<file path="src/rtl/ps2_key_decoder_pkg.sv">
// Shared key codes, PS/2 scancodes and frame FSM types for the PS/2 key decoder.
// Key codes match the ones the game state machine expects on its key input.
package ps2_key_decoder_pkg;

    localparam logic [1:0] KEY_NONE  = 2'b00;
    localparam logic [1:0] KEY_LEFT  = 2'b01;
    localparam logic [1:0] KEY_RIGHT = 2'b10;
    localparam logic [1:0] KEY_START = 2'b11;

    localparam logic [7:0] PS2_E0   = 8'hE0;
    localparam logic [7:0] PS2_F0   = 8'hF0;
    localparam logic [7:0] SC_LEFT  = 8'h6B;
    localparam logic [7:0] SC_RIGHT = 8'h74;
    localparam logic [7:0] SC_SPACE = 8'h29;

    typedef enum logic [1:0] {
        FR_IDLE,
        FR_DATA,
        FR_PARITY,
        FR_STOP
    } frame_state_t;

    typedef struct packed {
        logic       mapped;
        logic [1:0] code;
    } key_map_t;

    // Left/right arrows only exist in the extended (E0) set; space only in the base set.
    function automatic key_map_t map_scancode(input logic ext, input logic [7:0] sc);
        key_map_t m;
        m.mapped = 1'b1;
        m.code   = KEY_NONE;
        if (ext && sc == SC_LEFT)
            m.code = KEY_LEFT;
        else if (ext && sc == SC_RIGHT)
            m.code = KEY_RIGHT;
        else if (!ext && sc == SC_SPACE)
            m.code = KEY_START;
        else
            m.mapped = 1'b0;
        return m;
    endfunction

endpackage

</file>
<file path="src/rtl/ps2_key_decoder_if.sv">
// PS/2 pin inputs and decoded key outputs of the key decoder.
// The decoder uses the slave view; whoever drives the pins uses the master view.
interface ps2_key_decoder_if;
    logic       PS2Clk;
    logic       PS2Data;
    logic [1:0] key;
    logic       key_strobe;
    logic       frame_err;

    modport slave (
        input  PS2Clk,
        input  PS2Data,
        output key,
        output key_strobe,
        output frame_err
    );

    modport master (
        output PS2Clk,
        output PS2Data,
        input  key,
        input  key_strobe,
        input  frame_err
    );
endinterface

</file>
<file path="src/rtl/ps2_rx_frame.sv">
// PS/2 byte receiver: pin synchronisers, PS2Clk fall detect, 11-bit frame FSM and
// inter-bit timeout. Emits one byte_valid pulse per good frame, frame_err on bad ones.
module ps2_rx_frame
    import ps2_key_decoder_pkg::*;
#(
    parameter int SYNC_STAGES    = 2,
    parameter int TIMEOUT_CYCLES = 50000
) (
    input  logic       i_clk,
    input  logic       i_rst,
    input  logic       i_ps2_clk,
    input  logic       i_ps2_data,
    output logic [7:0] o_byte,
    output logic       o_byte_valid,
    output logic       o_frame_err
);

    localparam int             TW     = $clog2(TIMEOUT_CYCLES + 1);
    localparam logic [TW-1:0]  TO_MAX = TW'(TIMEOUT_CYCLES);

    logic [SYNC_STAGES-1:0] r_clk_sync;
    logic [SYNC_STAGES-1:0] r_data_sync;
    logic                   r_clk_prev;
    logic [TW-1:0]          r_to_cnt;
    frame_state_t           r_state;
    frame_state_t           w_state_nxt;
    logic [2:0]             r_bit_cnt;
    logic [7:0]             r_shift;
    logic                   r_par_ok;
    logic                   r_byte_valid;
    logic                   r_frame_err;

    logic w_fall;
    logic w_bit;
    logic w_timeout;
    logic w_start;
    logic w_shift_en;
    logic w_par_cap;
    logic w_byte_ok;
    logic w_err;

    // Idle-high line: preload the synchronisers with 1 so reset never fakes a fall.
    always_ff @(posedge i_clk) begin
        if (!i_rst) begin
            r_clk_sync  <= '1;
            r_data_sync <= '1;
            r_clk_prev  <= 1'b1;
        end else begin
            r_clk_sync  <= {r_clk_sync[SYNC_STAGES-2:0], i_ps2_clk};
            r_data_sync <= {r_data_sync[SYNC_STAGES-2:0], i_ps2_data};
            r_clk_prev  <= r_clk_sync[SYNC_STAGES-1];
        end
    end

    assign w_fall = r_clk_prev & ~r_clk_sync[SYNC_STAGES-1];
    assign w_bit  = r_data_sync[SYNC_STAGES-1];

    always_ff @(posedge i_clk) begin
        if (!i_rst)
            r_to_cnt <= '0;
        else if (w_fall)
            r_to_cnt <= '0;
        else if (r_to_cnt != TO_MAX)
            r_to_cnt <= r_to_cnt + 1'b1;
    end

    // A fall in the same cycle as expiry wins: the bit is taken and the count restarts.
    assign w_timeout = (r_to_cnt == TO_MAX) && (r_state != FR_IDLE) && !w_fall;

    always_ff @(posedge i_clk) begin
        if (!i_rst)
            r_state <= FR_IDLE;
        else
            r_state <= w_state_nxt;
    end

    always_comb begin
        w_state_nxt = r_state;
        w_start     = 1'b0;
        w_shift_en  = 1'b0;
        w_par_cap   = 1'b0;
        w_byte_ok   = 1'b0;
        w_err       = 1'b0;
        case (r_state)
            FR_IDLE: begin
                if (w_fall && !w_bit) begin
                    w_start     = 1'b1;
                    w_state_nxt = FR_DATA;
                end
            end
            FR_DATA: begin
                if (w_fall) begin
                    w_shift_en = 1'b1;
                    if (r_bit_cnt == 3'd7)
                        w_state_nxt = FR_PARITY;
                end
            end
            FR_PARITY: begin
                if (w_fall) begin
                    w_par_cap   = 1'b1;
                    w_state_nxt = FR_STOP;
                end
            end
            FR_STOP: begin
                if (w_fall) begin
                    w_state_nxt = FR_IDLE;
                    if (w_bit && r_par_ok)
                        w_byte_ok = 1'b1;
                    else
                        w_err = 1'b1;
                end
            end
            default: w_state_nxt = FR_IDLE;
        endcase
        if (w_timeout)
            w_state_nxt = FR_IDLE;
    end

    always_ff @(posedge i_clk) begin
        if (!i_rst) begin
            r_bit_cnt    <= '0;
            r_shift      <= '0;
            r_par_ok     <= 1'b0;
            r_byte_valid <= 1'b0;
            r_frame_err  <= 1'b0;
        end else begin
            r_byte_valid <= w_byte_ok;
            r_frame_err  <= w_err;
            if (w_start)
                r_bit_cnt <= '0;
            if (w_shift_en) begin
                r_shift   <= {w_bit, r_shift[7:1]};
                r_bit_cnt <= r_bit_cnt + 1'b1;
            end
            // Odd parity across the 8 data bits plus the parity bit.
            if (w_par_cap)
                r_par_ok <= ^{r_shift, w_bit};
        end
    end

    assign o_byte       = r_shift;
    assign o_byte_valid = r_byte_valid;
    assign o_frame_err  = r_frame_err;

endmodule

</file>
<file path="src/rtl/ps2_key_decoder.sv">
// PS/2 keyboard to 2-bit game key: tracks E0/F0 prefixes and the currently held key,
// pulsing key_strobe whenever the held key changes.
module ps2_key_decoder
    import ps2_key_decoder_pkg::*;
#(
    parameter int SYNC_STAGES    = 2,
    parameter int TIMEOUT_CYCLES = 50000
) (
    input  logic             clk,
    input  logic             rst,
    ps2_key_decoder_if.slave bus
);

    logic [7:0] w_byte;
    logic       w_byte_valid;
    logic       w_frame_err;
    key_map_t   w_map;

    logic       r_ext;
    logic       r_brk;
    logic [1:0] r_key;
    logic       r_key_strobe;

    ps2_rx_frame #(
        .SYNC_STAGES    (SYNC_STAGES),
        .TIMEOUT_CYCLES (TIMEOUT_CYCLES)
    ) u_rx (
        .i_clk        (clk),
        .i_rst        (rst),
        .i_ps2_clk    (bus.PS2Clk),
        .i_ps2_data   (bus.PS2Data),
        .o_byte       (w_byte),
        .o_byte_valid (w_byte_valid),
        .o_frame_err  (w_frame_err)
    );

    assign w_map = map_scancode(r_ext, w_byte);

    always_ff @(posedge clk) begin
        if (!rst) begin
            r_ext        <= 1'b0;
            r_brk        <= 1'b0;
            r_key        <= KEY_NONE;
            r_key_strobe <= 1'b0;
        end else begin
            r_key_strobe <= 1'b0;
            if (w_frame_err) begin
                r_ext <= 1'b0;
                r_brk <= 1'b0;
            end else if (w_byte_valid) begin
                if (w_byte == PS2_E0) begin
                    r_ext <= 1'b1;
                end else if (w_byte == PS2_F0) begin
                    r_brk <= 1'b1;
                end else begin
                    r_ext <= 1'b0;
                    r_brk <= 1'b0;
                    // Make: last pressed wins, repeats are silent. Break: only releases the held key.
                    if (w_map.mapped && !r_brk && w_map.code != r_key) begin
                        r_key        <= w_map.code;
                        r_key_strobe <= 1'b1;
                    end else if (w_map.mapped && r_brk && w_map.code == r_key) begin
                        r_key        <= KEY_NONE;
                        r_key_strobe <= 1'b1;
                    end
                end
            end
        end
    end

    assign bus.key        = r_key;
    assign bus.key_strobe = r_key_strobe;
    assign bus.frame_err  = w_frame_err;

endmodule

</file>
<file path="src/flat_wrapper.sv">
// flat-port wrapper written by rule: the top's interface ports become plain ports
module ps2_key_decoder_flat import ps2_key_decoder_pkg::*;
#(
    parameter int SYNC_STAGES    = 2,
    parameter int TIMEOUT_CYCLES = 50000
)
  (clk, rst, bus_PS2Clk, bus_PS2Data, bus_key, bus_key_strobe, bus_frame_err);
  ps2_key_decoder_if bus_i ();
  input  logic clk;
  input  logic rst;
  input wire logic [$bits(bus_i.PS2Clk)-1:0] bus_PS2Clk;
  input wire logic [$bits(bus_i.PS2Data)-1:0] bus_PS2Data;
  output wire logic [$bits(bus_i.key)-1:0] bus_key;
  output wire logic [$bits(bus_i.key_strobe)-1:0] bus_key_strobe;
  output wire logic [$bits(bus_i.frame_err)-1:0] bus_frame_err;
  assign bus_i.PS2Clk = bus_PS2Clk;
  assign bus_i.PS2Data = bus_PS2Data;
  assign bus_key = bus_i.key;
  assign bus_key_strobe = bus_i.key_strobe;
  assign bus_frame_err = bus_i.frame_err;
  ps2_key_decoder #(.SYNC_STAGES(SYNC_STAGES), .TIMEOUT_CYCLES(TIMEOUT_CYCLES)) u_core (.clk(clk), .rst(rst), .bus(bus_i));
endmodule
</file>
<file path="config.mk">
export PLATFORM = sky130hd
export DESIGN_NAME = ps2_key_decoder_flat
export DESIGN_NICKNAME = d
export VERILOG_FILES = /design/src/rtl/ps2_key_decoder_pkg.sv /design/src/rtl/ps2_key_decoder_if.sv /design/src/rtl/ps2_rx_frame.sv /design/src/rtl/ps2_key_decoder.sv /design/src/flat_wrapper.sv
export SDC_FILE = /design/constraint.sdc
export NUM_CORES = 1
export LEC_CHECK = 0
export BUFFER_PORTS_ARGS = -buffer_cell sky130_fd_sc_hd__buf_2
export CAP_MARGIN = 20
export CORE_UTILIZATION = 62
export DETAILED_ROUTE_END_ITERATION = 8
export PLACE_DENSITY = 0.91
export SKIP_LAST_GASP = 1
export SYNTH_ARGS = -nofsm -noshare
export SYNTH_HDL_FRONTEND = slang
export SYNTH_SLANG_ARGS = --single-unit
</file>
<file path="constraint.sdc">
create_clock -name clk -period 3.4 [get_ports clk]
set_input_delay 0.17 -clock clk [delete_from_list [all_inputs] [get_ports clk]]
set_output_delay 0.17 -clock clk [all_outputs]
set_load 0.01 [all_outputs]
</file>
### Word level (Yosys, flattened, before mapping)

Cells that the tools add are included.

| cells by class | value |
|---|---|
| muxes and demuxes | 28 |
| reductions and logical operators | 29 |
| bitwise logic cells | 7 |
| eq/ne operators | 19 |
| $add $sub $neg | 2 |

Operators with widths:

| cell | count |
|---|---|
| $mux 2 | 10 |
| $add 16x1->16 const B | 1 |
| $eq 16x16->1 const B | 1 |
| $eq 8x7->1 const B | 2 |
| $eq 8x8->1 const B | 2 |
| $ne 16x16->1 const B | 1 |
| $mux 1 | 15 |
| $logic_and 1x1->1 | 11 |
| $ne 2x2->1 const B | 5 |
| $reduce_and 5->1 | 2 |
| $reduce_xor 9->1 | 1 |
| $eq 8x6->1 const B | 1 |
| $pmux 2 s4 | 1 |
| $mux 3 | 2 |
| $not 1->1 | 6 |
| $reduce_bool 2->1 | 3 |
| $reduce_or 2->1 | 3 |
| $reduce_or 5->1 | 1 |
| $eq 2x2->1 const B | 2 |
| $logic_not 1->1 | 4 |
| $reduce_and 2->1 | 2 |
| $add 3x1->3 const B | 1 |
| $eq 3x3->1 const B | 1 |
| $reduce_and 3->1 | 1 |
| 6 further kinds | 6 |

| word-level totals | value |
|---|---|
| flip-flop bits (word level) | 42 |
| output and inout port bits | 4 |
| word-level logic and storage cells | 99 |
| input port bits | 4 |

### Depth between registers and ports, before layout

Gate-level depths: netlist (run 1).

| logic depth | value |
|---|---|
| depth in word-level cells | 9 |
| gate-level depth with buffers | 8 |
| mapped depth without buffers | 8 |

### Cells and area by module

A second synthesis (run 1) with hierarchy kept.

| unflattened totals | value |
|---|---|
| cells, all modules | 230 |
| area, all modules | 2083.2 µm² |

By module, submodules not included:

| module | cells each | sequential area each (µm²) | area an instance (µm²) | instances |
|---|---|---|---|---|
| ps2_rx_frame | 187 | 740.7 | 1715.4 | 1 |
| ps2_key_decoder | 43 | 100.1 | 367.9 | 1 |

### Worst setup path after synthesis (run 1)

No wires, ideal clock.

| path | value |
|---|---|
| kind | flip-flop to flip-flop |
| from | reg u_core.u_rx.r_shift[0] (netlist: u_core.u_rx.o_byte[0]) |
| to | reg u_core.r_key_strobe (netlist: u_core.bus.key_strobe) |
| path buffers | 0 |
| stages on the path, launching flop included | 7 |
| setup time | 115 ps |
| setup slack | 1671 ps |
| data required time | 3285 ps |
| arrival | 1614 ps |
| clock period less this slack | 1729 ps |
| cell sequence | dfxtp_1 or3_1 or3_4 a21boi_0 o21ai_1 xor2_1 and3_1 |

| between the ends | value |
|---|---|
| longest elaborated chain between the ends | 9 |

RTL lines:

| element | line | RTL |
|---|---|---|
| from (decl) | ps2_rx_frame.sv:28 | `logic [7:0] r_shift;` |
| from (signal assigned) | ps2_rx_frame.sv:132 | `r_shift <= {w_bit, r_shift[7:1]};` |
| $eq 8x6->1 | ps2_key_decoder_pkg.sv:37 | `else if (!ext && sc == SC_SPACE)` |
| $logic_and 1x1->1 | ps2_key_decoder_pkg.sv:37 |  |
| $mux 2 or $mux 1 (tied branches) | ps2_key_decoder_pkg.sv:37 |  |
| $mux 2 or $mux 1 (tied branches) | ps2_key_decoder_pkg.sv:35 | `else if (ext && sc == SC_RIGHT)` |
| $mux 2 or $mux 1 (tied branches) | ps2_key_decoder_pkg.sv:33 | `if (ext && sc == SC_LEFT)` |
| $eq 2x2->1 or $logic_and 1x1->1 (tied branches) | ps2_key_decoder.sv:62 | `end else if (w_map.mapped && r_brk && w_map.code == r_key) begin` |
| $logic_and 1x1->1 | ps2_key_decoder.sv:62 |  |
| $mux 1 | ps2_key_decoder.sv:62 |  |
| $mux 1 | ps2_key_decoder.sv:59 | `if (w_map.mapped && !r_brk && w_map.code != r_key) begin` |
| to (signal assigned) | ps2_key_decoder.sv:46 | `r_key_strobe <= 1'b0;` |
| to (signal assigned) | ps2_key_decoder.sv:61 | `r_key_strobe <= 1'b1;` |
| to (signal assigned) | ps2_key_decoder.sv:64 | `r_key_strobe <= 1'b1;` |
| to (decl) | ps2_key_decoder.sv:22 | `logic r_key_strobe;` |

Several ways; a longest one is shown, not always the timed one.
A chain may end at the register's enable or synchronous reset.

### Worst setup path in the final report (run 1)

| path | value |
|---|---|
| from | reg u_core.u_rx.r_shift[1] (netlist: u_core.u_rx.o_byte[1]) |
| to | reg u_core.r_key_strobe (netlist: u_core.bus.key_strobe) |

The elaborated chain is that of the path after synthesis.

==> results of run 1 <==
## metrics by stage
step / hold WS (ps) / utilization / total power, mW / cell area [µm²]
global route: 208 / 0.707 / 0.940 / 2140
global placement: 351 / 0.674 / 0.593 / 2040
floorplan: 243 / - / 0.581 / 1980
CTS: 172 / 0.707 / 0.913 / 2140
finish: 193 / 0.707 / 0.904 / 2140
detailed placement: 357 / 0.674 / 0.596 / 2040
## worst max-delay path: cells and delay by family (launching register included)
kind,cells,cell delay (ps)
AO/OA/AOI/OAI,2,320
XOR/XNOR,1,140
flip-flops,1,380
AND/OR/NAND/NOR,3,900
## sequential cells by signal (all words and copies together) (netlist names)
name                      flops
u_core.bus.key                2
u_core.bus.key_strobe         1
u_core.r_brk                  1
u_core.r_ext                  1
u_core.u_rx.o_byte            8
u_core.u_rx.o_byte_valid      1
u_core.u_rx.o_frame_err       1
u_core.u_rx.r_bit_cnt         3
u_core.u_rx.r_clk_prev        1
u_core.u_rx.r_clk_sync        2
u_core.u_rx.r_data_sync       2
u_core.u_rx.r_par_ok          1
u_core.u_rx.r_state           2
u_core.u_rx.r_to_cnt         16
## logic make-up after synthesis
kind of cell,count (synthesis),share of synthesized area
AOI/OAI and AO/OA,41,0.134
xor gates and xnor gates,20,0.0887
adders and majority gates,8,0.0507
buffers and inverters,12,0.0234
DFF,42,0.426
muxes,2,0.0108
and+or+nand+nor,104,0.267
## final timing paths
path / endpoint / depth (start not counted)
setup / recovery: u_core.bus.key_strobe / 6
hold / removal: u_core.u_rx.r_data_sync[1] / 2
setup reg to reg: u_core.bus.key_strobe / 6
hold reg to reg: u_core.u_rx.r_data_sync[1] / 1
## power groups by stage
stage                     registers (mW)  clock network, mW  logic, mW
final                              0.514              0.316     0.0740
after CTS                          0.514              0.326     0.0737
after global routing               0.517              0.339     0.0847
after floorplan                    0.522                  0     0.0585
after detailed placement           0.525                  0     0.0712
after global placement             0.524                  0     0.0689
## layout make-up
type                    count  area share
clock buffers               5      0.0175
clock inverters             3      0.0187
inverters                   6      0.0105
multi-input cells         175       0.509
flip-flops and latches     42       0.393
well taps                  44      0.0257
repair buffers              9      0.0257
## layout by cell type, fill, tap and decap left out, types with 2 or more instances in the layout
cell type / Yosys / final
xnor2_1: 10 / 10
nor2_1: 20 / 20
nand4b_1: 2 / 2
nand4_1: 4 / 4
a22oi_1: 2 / 2
a21oi_1: 8 / 8
a21boi_0: 10 / 10
xor2_1: 10 / 10
nor3_1: 2 / 2
clkbuf_4: 0 / 5
nand3_1: 12 / 12
or3_1: 6 / 6
nand2_1: 33 / 33
nand3b_1: 2 / 2
nand2b_1: 6 / 6
o211ai_1: 2 / 2
inv_1: 6 / 6
ha_1: 8 / 8
nor4_1: 2 / 2
buf_2: 1 / 7
clkinv_2: 0 / 2
a211oi_1: 2 / 2
dlygate4sd3_1: 0 / 2
nor2b_1: 5 / 5
dfxtp_1: 42 / 42
and2_1: 2 / 2
o21ai_0: 11 / 11
and3_1: 2 / 2
and4_1: 2 / 2
## layer usage
layer	routed length (µm)	global-route usage	part of all wire	up-vias
li1	-	-	-	811
met1	1680	0.267	0.47	728
met2	1660	0.417	0.47	32
met3	132	0.0681	0.037	8
met4	75	0.105	0.021	0
met5	0	0	0	-
==> flow_summary.toml, run 1 <==
[outcome]
status = "complete, no violations"

[timing]
setup_ws_ps = 1560
tns_ps = 0
finClkSkew_ps = 6.92
slew_headroom = 0.557
setup_violations = 0
slew_viol_final = 0
hold_violations = 0
grt_setup_unrepaired = "false"
post-route-period-util = 0.542
min_period_ps = 1840
worstMarginPinSlew_ps = 657
fmax_ghz = 0.542

[power]
pwr-share-comb = 0.082
clkPwrFrac = 0.349
power_density_nw_per_um2 = 422
pwr-share-seq = 0.569
p_int_mw = 0.687
switchingPower_mw = 0.217
p_sw_frac = 0.240
vdd_drop_max_mv = 0.260
p_leak_nw = 0.778

[synthesis]
ys_types = 39
synth_seq_cells = 42
async_reset_ff_frac = 0
synth_common_cells = "dfxtp_1 (42), nand2_1 (33), nor2_1 (20)"
seq_area_frac_synth = 0.426
netlist.area_leader.share = 0.426
synth_edf_count = 0
synth_nets = 241
synthTopCellsByArea = "dfxtp_1 (43%), nand2_1 (6.3%), ha_1 (5.1%), xnor2_1 (4.4%), xor2_1 (4.4%)"
synth_warnings = 0
netlist_area_um2 = 1980
yosys.area.top_type = "dfxtp_1"
synth.most_common_cell = "dfxtp_1"
synth.avg_cell_area_um2 = 8.63
ys.flop_type = "dfxtp_1"
synthCells = 229

[grt]
grt_first_pass_wirelength_mm = 6.10
grt_pass1_vias = 1469
grt.overflow.total = 0
antenna_found_initial = 0
track_usage = 0.237
grt_max_degree = 28

[clock_tree]
clockRootBuffer = "clkbuf_4"
cts_hold_buf = 2
post_cts_buffers = 0
cts_buffer_depth = 2
cts_resized = 0
clk_latency_ps = 360
cts_made_buffers = 5
cts_tree = "yes"
clk_pin_slew_ps = 120
clock-sinks = 42
htreeDepth = 2

[route]
num_vias = 1579
drc = 0
drtIter0Drc = 87
drtAntennaViolNets = 0
finalWirelength_mm = 3.55
routedWlPerCell_um = 12.5
drt_first_pass_iters = 4
via_per_inst = 5.56

[layout]
multi_input_area_um2 = 1090
fillerInstances = 232
final_cell_count_no_fill = 284
regArea_um2 = 841
antenna_cells = 0
area_growth_pct = 8.30
fin_nets = 251
drive_above_1_share = 0.0833

[critical_path]
setup.worst_path.class = "flip-flop to flip-flop"
arrival_ps = 2110
worstPathRequired_ps = 3670
crit_chain = "or3_1 > or3_4 > a21boi_0 > o21ai_1 > xor2_1 > and3_1"
start_kind = "flip-flop"
slowest_delay_ps = 380
cp-end-kind = "flip-flop"
r2r-start = "u_core.u_rx.o_byte[1]"
slowest_stage = "dfxtp_1"
startpoint = "u_core.u_rx.o_byte[1]"
r2r_slack_ps = 1560
path_max_fanout = 6

[placed_design]
port_buffers = 7
dpl.cell_count = 274
dpl.hpwl_mm = 2.45
routabilityCongestion = 0.852
post-place-ws_ps = 1580

[floorplanning]
die_w_um = 58.5
rows = 20
die_h_um = 58.5
die_area_um2 = 3420
start_util = 0.652
boundaryPins = 8
core_um2 = 3030

[job]
max-cap-violations = 0

[worst_hold_path]
hp-class = "input pin to flip-flop"
min-delay-start = "rst"
Power figures use the tool's default switching activity.
==> run 2, diff against run 1 <==
--- a/config.mk
+++ b/config.mk
@@ -7,9 +7,9 @@
 export LEC_CHECK = 0
 export BUFFER_PORTS_ARGS = -buffer_cell sky130_fd_sc_hd__buf_2
 export CAP_MARGIN = 20
-export CORE_UTILIZATION = 62
+export CORE_UTILIZATION = 60
 export DETAILED_ROUTE_END_ITERATION = 8
-export PLACE_DENSITY = 0.91
+export PLACE_DENSITY = 0.89
 export SKIP_LAST_GASP = 1
 export SYNTH_ARGS = -nofsm -noshare
 export SYNTH_HDL_FRONTEND = slang
==> constraint.sdc (replaced) <==
create_clock -name clk -period 1.8 [get_ports clk]
set_input_delay 0.09 -clock clk [delete_from_list [all_inputs] [get_ports clk]]
set_output_delay 0.09 -clock clk [all_outputs]
set_load 0.01 [all_outputs]
==> run 2 against run 1 <==
  * Global-route usage hardly changed
  * Count of clock-buffer cells in the layout increased by 2
  * Sequential share of layout area shrank 1.4 points
  * Worst setup slack got worse by 1500 ps
  * First-iteration DRC count is 30% lower
  * Die area rose by 3.2%
  * Clock power rose by 55%
  * Maximum frequency rose by 2.9%
  * Highest routed layer unchanged
==> flow_summary.toml, run 2 (synthesis gave the netlist of run 1 again) <==
[worst_hold_path]
min-delay-start = "rst"
hp-class = "input pin to flip-flop"

[critical_path]
cp-end-kind = "flip-flop"
start_kind = "flip-flop"
path_max_fanout = 5
arrival_ps = 2090
setup.worst_path.class = "flip-flop to flip-flop"
worstPathRequired_ps = 2100
r2r-start = "u_core.u_rx.o_byte[0]"
startpoint = "u_core.u_rx.o_byte[0]"

[clock_tree]
cts_made_buffers = 5
clock-sinks = 42
post_cts_buffers = 0
clk_pin_slew_ps = 120
clk_latency_ps = 350
clockRootBuffer = "clkbuf_4"
cts_tree = "yes"
htreeDepth = 2
cts_buffer_depth = 2

[grt]
grt.overflow.total = 0
grt_max_degree = 27
grt_first_pass_wirelength_mm = 6.20
track_usage = 0.238
antenna_found_initial = 0
grt_pass1_vias = 1503

[power]
total_power_mw = 1.61
pwr-share-comb = 0.090
p_int_mw = 1.20
pwr-share-seq = 0.605
p_sw_frac = 0.251
clkPwrFrac = 0.305
switchingPower_mw = 0.404
p_leak_nw = 0.822
power_density_nw_per_um2 = 725
vdd_drop_max_mv = 0.653

[outcome]
status = "complete, no violations"

[layout]
final_cell_mix = "dfxtp_1 (42), nand2_1 (33), nor2_1 (20)"
layout_commonest_cell = "dfxtp_1"
final_util = 0.720
fin_nets = 261
antenna_cells = 0
regMostFlops = "u_core.u_rx.r_to_cnt"
largest_register_ff_count = 16
drive_above_1_share = 0.136
area_growth_pct = 12.2

[timing]
slew_headroom = 0.627
setup_violations = 0
fmax_ghz = 0.558
tns_ps = 0
hold_violations = 0
worstMarginPinSlew_ps = 558
slew_viol_final = 0
min_period_ps = 1790
finClkSkew_ps = 7.68
grt_setup_unrepaired = "true"
post-route-period-util = 0.995

[floorplanning]
rows = 20
boundaryPins = 8
die_h_um = 59.4
core_um2 = 3080
start_util = 0.642
die_w_um = 59.4
die_area_um2 = 3530

[placed_design]
port_buffers = 7
dpl.hpwl_mm = 2.63
routabilityCongestion = 0.836

[job]
max-cap-violations = 0

[route]
num_vias = 1643
drc = 0
drtAntennaViolNets = 0
drtIter0Drc = 61
finalWirelength_mm = 3.78
via_per_inst = 5.59
routedWlPerCell_um = 12.8
drt_first_pass_iters = 4
run 2: changes by cell type in the layout (fill, tap and decap cells not counted), sizes merged:
cell	delta
bufinv	-1
buf	+10
clkbuf	+2
clkinv	-1
run 2: through the flow:
step,std cells,instance area [µm²],hold slack (ps),worst slack [ps]
after floorplan,229,1980,163,70.7
after global placement,284,2120,274,70.1
after detailed placement,284,2120,276,20.2
after CTS,294,2200,154,20.4
after global routing,294,2220,163,-73.1
final,294,2220,170,8.17
run 2: timing repair:
action | 4_1_cts | 5_1_grt
endpoints found under the setup margin | 1 | 2
resized for setup | 1 | 5
endpoints found under the hold margin | 2 | 0
pin swaps | 0 | 0
hold buffers | 2 | 0
run 2: final timing paths:
| kind | end | slack [ps] | cells after the start |
|---|---|---|---|
| hold reg to reg | u_core.u_rx.r_data_sync[1] | 430 | 1 |
| setup / recovery | u_core.bus.key_strobe | 8 | 6 |
| setup reg to reg | u_core.bus.key_strobe | 8 | 6 |
| hold / removal | u_core.u_rx.r_data_sync[1] | 170 | 3 |
run 2: metal layers:
| layer | track usage | wire length (µm) |
|---|---|---|
| met5 | 0 | 0 |
| met4 | 0.0748 | 46 |
| met3 | 0.0808 | 93 |
| met2 | 0.392 | 1870 |
| met1 | 0.290 | 1770 |
run 2: layout make-up:
| class | count | area [µm²] |
|---|---|---|
| clock buffers | 7 | 55.1 |
| clock inverters | 1 | 5.00 |
| fillers | 232 | 862 |
| inverters | 6 | 22.5 |
| multi-input cells | 175 | 1110 |
| flip-flops and latches | 42 | 841 |
| well taps | 44 | 55.1 |
| repair buffers | 19 | 130 |
run 2: critical path: stages, from the launching register on:
cell	delay, ps
dfxtp_1	340
or3_4	390
or3_4	360
and3b_2	220
o21ai_2	120
xor2_1	150
and3_1	170
run 2: power by group through the flow:
stage | combinational [mW] | clock (mW) | sequential [mW]
2_1_floorplan | 0.111 | 0 | 0.987
3_3_place_gp | 0.134 | 0 | 0.990
3_5_place_dp | 0.141 | 0 | 0.992
4_1_cts | 0.144 | 0.499 | 0.971
5_1_grt | 0.163 | 0.546 | 0.975
6_report | 0.144 | 0.490 | 0.971
==> run 3, diff against run 2 <==
==> constraint.sdc (replaced) <==
create_clock -name clk -period 1.85 [get_ports clk]
set_input_delay 0.0925 -clock clk [delete_from_list [all_inputs] [get_ports clk]]
set_output_delay 0.0925 -clock clk [all_outputs]
set_load 0.01 [all_outputs]
==> run 3 against run 2 <==
  * Worst hold slack got worse by 15 ps
  * Register-to-register slack better by 70 ps
  * Power up 15%
  * Critical endpoint is now u_core.bus.key[1]
  * First-iteration DRC count up 75%
  * Global-route usage grew 1.5 points
  * Final area increased by 1.6%
  * Final cell count decreased by 0.34%
==> flow_summary.toml, run 3 (synthesis gave the netlist of run 1 again) <==
[outcome]
status = "complete, no violations"

[route]
num_vias = 1624
drtIter0Drc = 107
via_per_inst = 5.54
finalWirelength_mm = 3.70
drc = 0
routedWlPerCell_um = 12.6
drtAntennaViolNets = 0
drt_first_pass_iters = 4

[critical_path]
setup.worst_path.class = "flip-flop to flip-flop"
r2r_slack_ps = 80
path_max_fanout = 5
slowest_delay_ps = 380
crit_family = "simple AND/OR/NAND/NOR gates"
arrival_ps = 2030
r2r-end = "u_core.bus.key[1]"
path_buf_inv = 0
slowest_stage = "or3_1"
crit_chain = "or3_1 > or3_4 > a211o_2 > o21ai_0 > a21boi_1"
reg2reg_depth = 5
worstPathRequired_ps = 2110
r2r-start = "u_core.u_rx.o_byte[0]"
cp-end-kind = "flip-flop"
start_kind = "flip-flop"

[floorplanning]
boundaryPins = 8
die_h_um = 59.4
core_um2 = 3080
rows = 20
die_area_um2 = 3530
start_util = 0.642
die_w_um = 59.4

[worst_hold_path]
hold_path_depth = 3
hp-class = "input pin to flip-flop"
holdPathEnd = "u_core.u_rx.r_clk_sync[1]"
min-delay-start = "rst"

[clock_tree]
cts_made_buffers = 5
cts_buffer_depth = 2
post_cts_buffers = 0
clk_latency_ps = 360
clk_pin_slew_ps = 130
clock-sinks = 42
cts_tree = "yes"
clockRootBuffer = "clkbuf_4"
htreeDepth = 2

[placed_design]
dpl.hpwl_mm = 2.57
routabilityCongestion = 0.817
port_buffers = 7
post-place-ws_ps = 27.9
dpl.cell_count = 283

[timing]
post-route-period-util = 0.956
hold_ws_ps = 156
worstMarginPinSlew_ps = 534
grt_setup_unrepaired = "false"
hold_violations = 0
setup_ws_ps = 81.7
setup_violations = 0
slew_viol_final = 0
fmax_ghz = 0.566
min_period_ps = 1770
slew_headroom = 0.643
tns_ps = 0
finClkSkew_ps = 11.0

[grt]
grt.overflow.total = 0
grt_pass1_vias = 1584
grt_first_pass_wirelength_mm = 6.69
track_usage = 0.253
antenna_found_initial = 0
grt_max_degree = 27

[layout]
fin_nets = 260
fillerInstances = 233
multi_input_area_um2 = 1100
area_growth_pct = 14.0
layout_commonest_cell = "dfxtp_1"
antenna_cells = 0
regArea_um2 = 843
drive_above_1_share = 0.133
regMostFlops = "u_core.u_rx.r_to_cnt"
final_cell_mix = "dfxtp_1 (40), nand2_1 (33), nor2_1 (20)"
final_cell_count_no_fill = 293
largest_register_ff_count = 16

[power]
power_density_nw_per_um2 = 818
p_leak_nw = 0.840
vdd_drop_max_mv = 0.791

[job]
max-cap-violations = 0
run 3: worst register-to-register path: stages, from the launching register on:
cell and delay [ps]:
dfxtp_1 330, or3_1 380, or3_4 370, a211o_2 340, o21ai_0 180, a21boi_1 80
run 3: what timing repair did:
item                                   CTS  global route
setup endpoints to repair                0             2
hold buffers                             2             0
endpoints found under the hold margin    2             0
gates resized for setup                  0             5
run 3: routing by layer:
| layer | routed length (µm) | track usage | vias up | share of wire |
|---|---|---|---|---|
| li1 | - | - | 826 | - |
| met3 | 174 | 0.0742 | 9 | 0.047 |
| met5 | 0 | 0 | - | 0 |
| met4 | 71 | 0.109 | 0 | 0.019 |
| met1 | 1730 | 0.313 | 752 | 0.47 |
| met2 | 1720 | 0.408 | 37 | 0.47 |
run 3: metrics by stage:
stage	area (µm²)	power, mW	util
after floorplan	1980	1.07	-
after global placement	2110	1.09	0.685
after detailed placement	2110	1.10	0.685
after CTS	2240	1.85	0.728
after global routing	2250	1.92	0.732
final	2250	1.84	0.732
run 3: cell type report:
type	instances	share of cell area
Multi-Input combinational cell	175	0.487
Sequential cell	42	0.374
Timing Repair Buffer	18	0.0544
Clock inverter	2	0.0267
Tap cell	44	0.0244
Clock buffer	6	0.0228
Inverter	6	0.0100
run 3: power by group:
part           internal, mW  leakage, nW  switching, mW  total [mW]
registers             0.925        0.341         0.0184       0.944
logic                0.0599        0.441         0.0800       0.140
clock network         0.458       0.0585          0.301       0.758
total                  1.44        0.840          0.399        1.84
run 3: worst max path at each step:
stage / start / slack (ps) / cells after the start / to
6_report: u_core.u_rx.o_byte[0] / 80 / 5 / u_core.bus.key[1]
5_1_grt: u_core.u_rx.r_to_cnt[5] / 0.7 / 5 / u_core.u_rx.r_to_cnt[15]
4_1_cts: u_core.u_rx.o_byte[3] / 8 / 6 / u_core.bus.key_strobe
3_5_place_dp: u_core.u_rx.o_byte[0] / 30 / 6 / u_core.bus.key_strobe
3_3_place_gp: u_core.u_rx.o_byte[0] / 120 / 6 / u_core.bus.key_strobe
2_1_floorplan: u_core.u_rx.o_byte[0] / 120 / 6 / u_core.bus.key_strobe
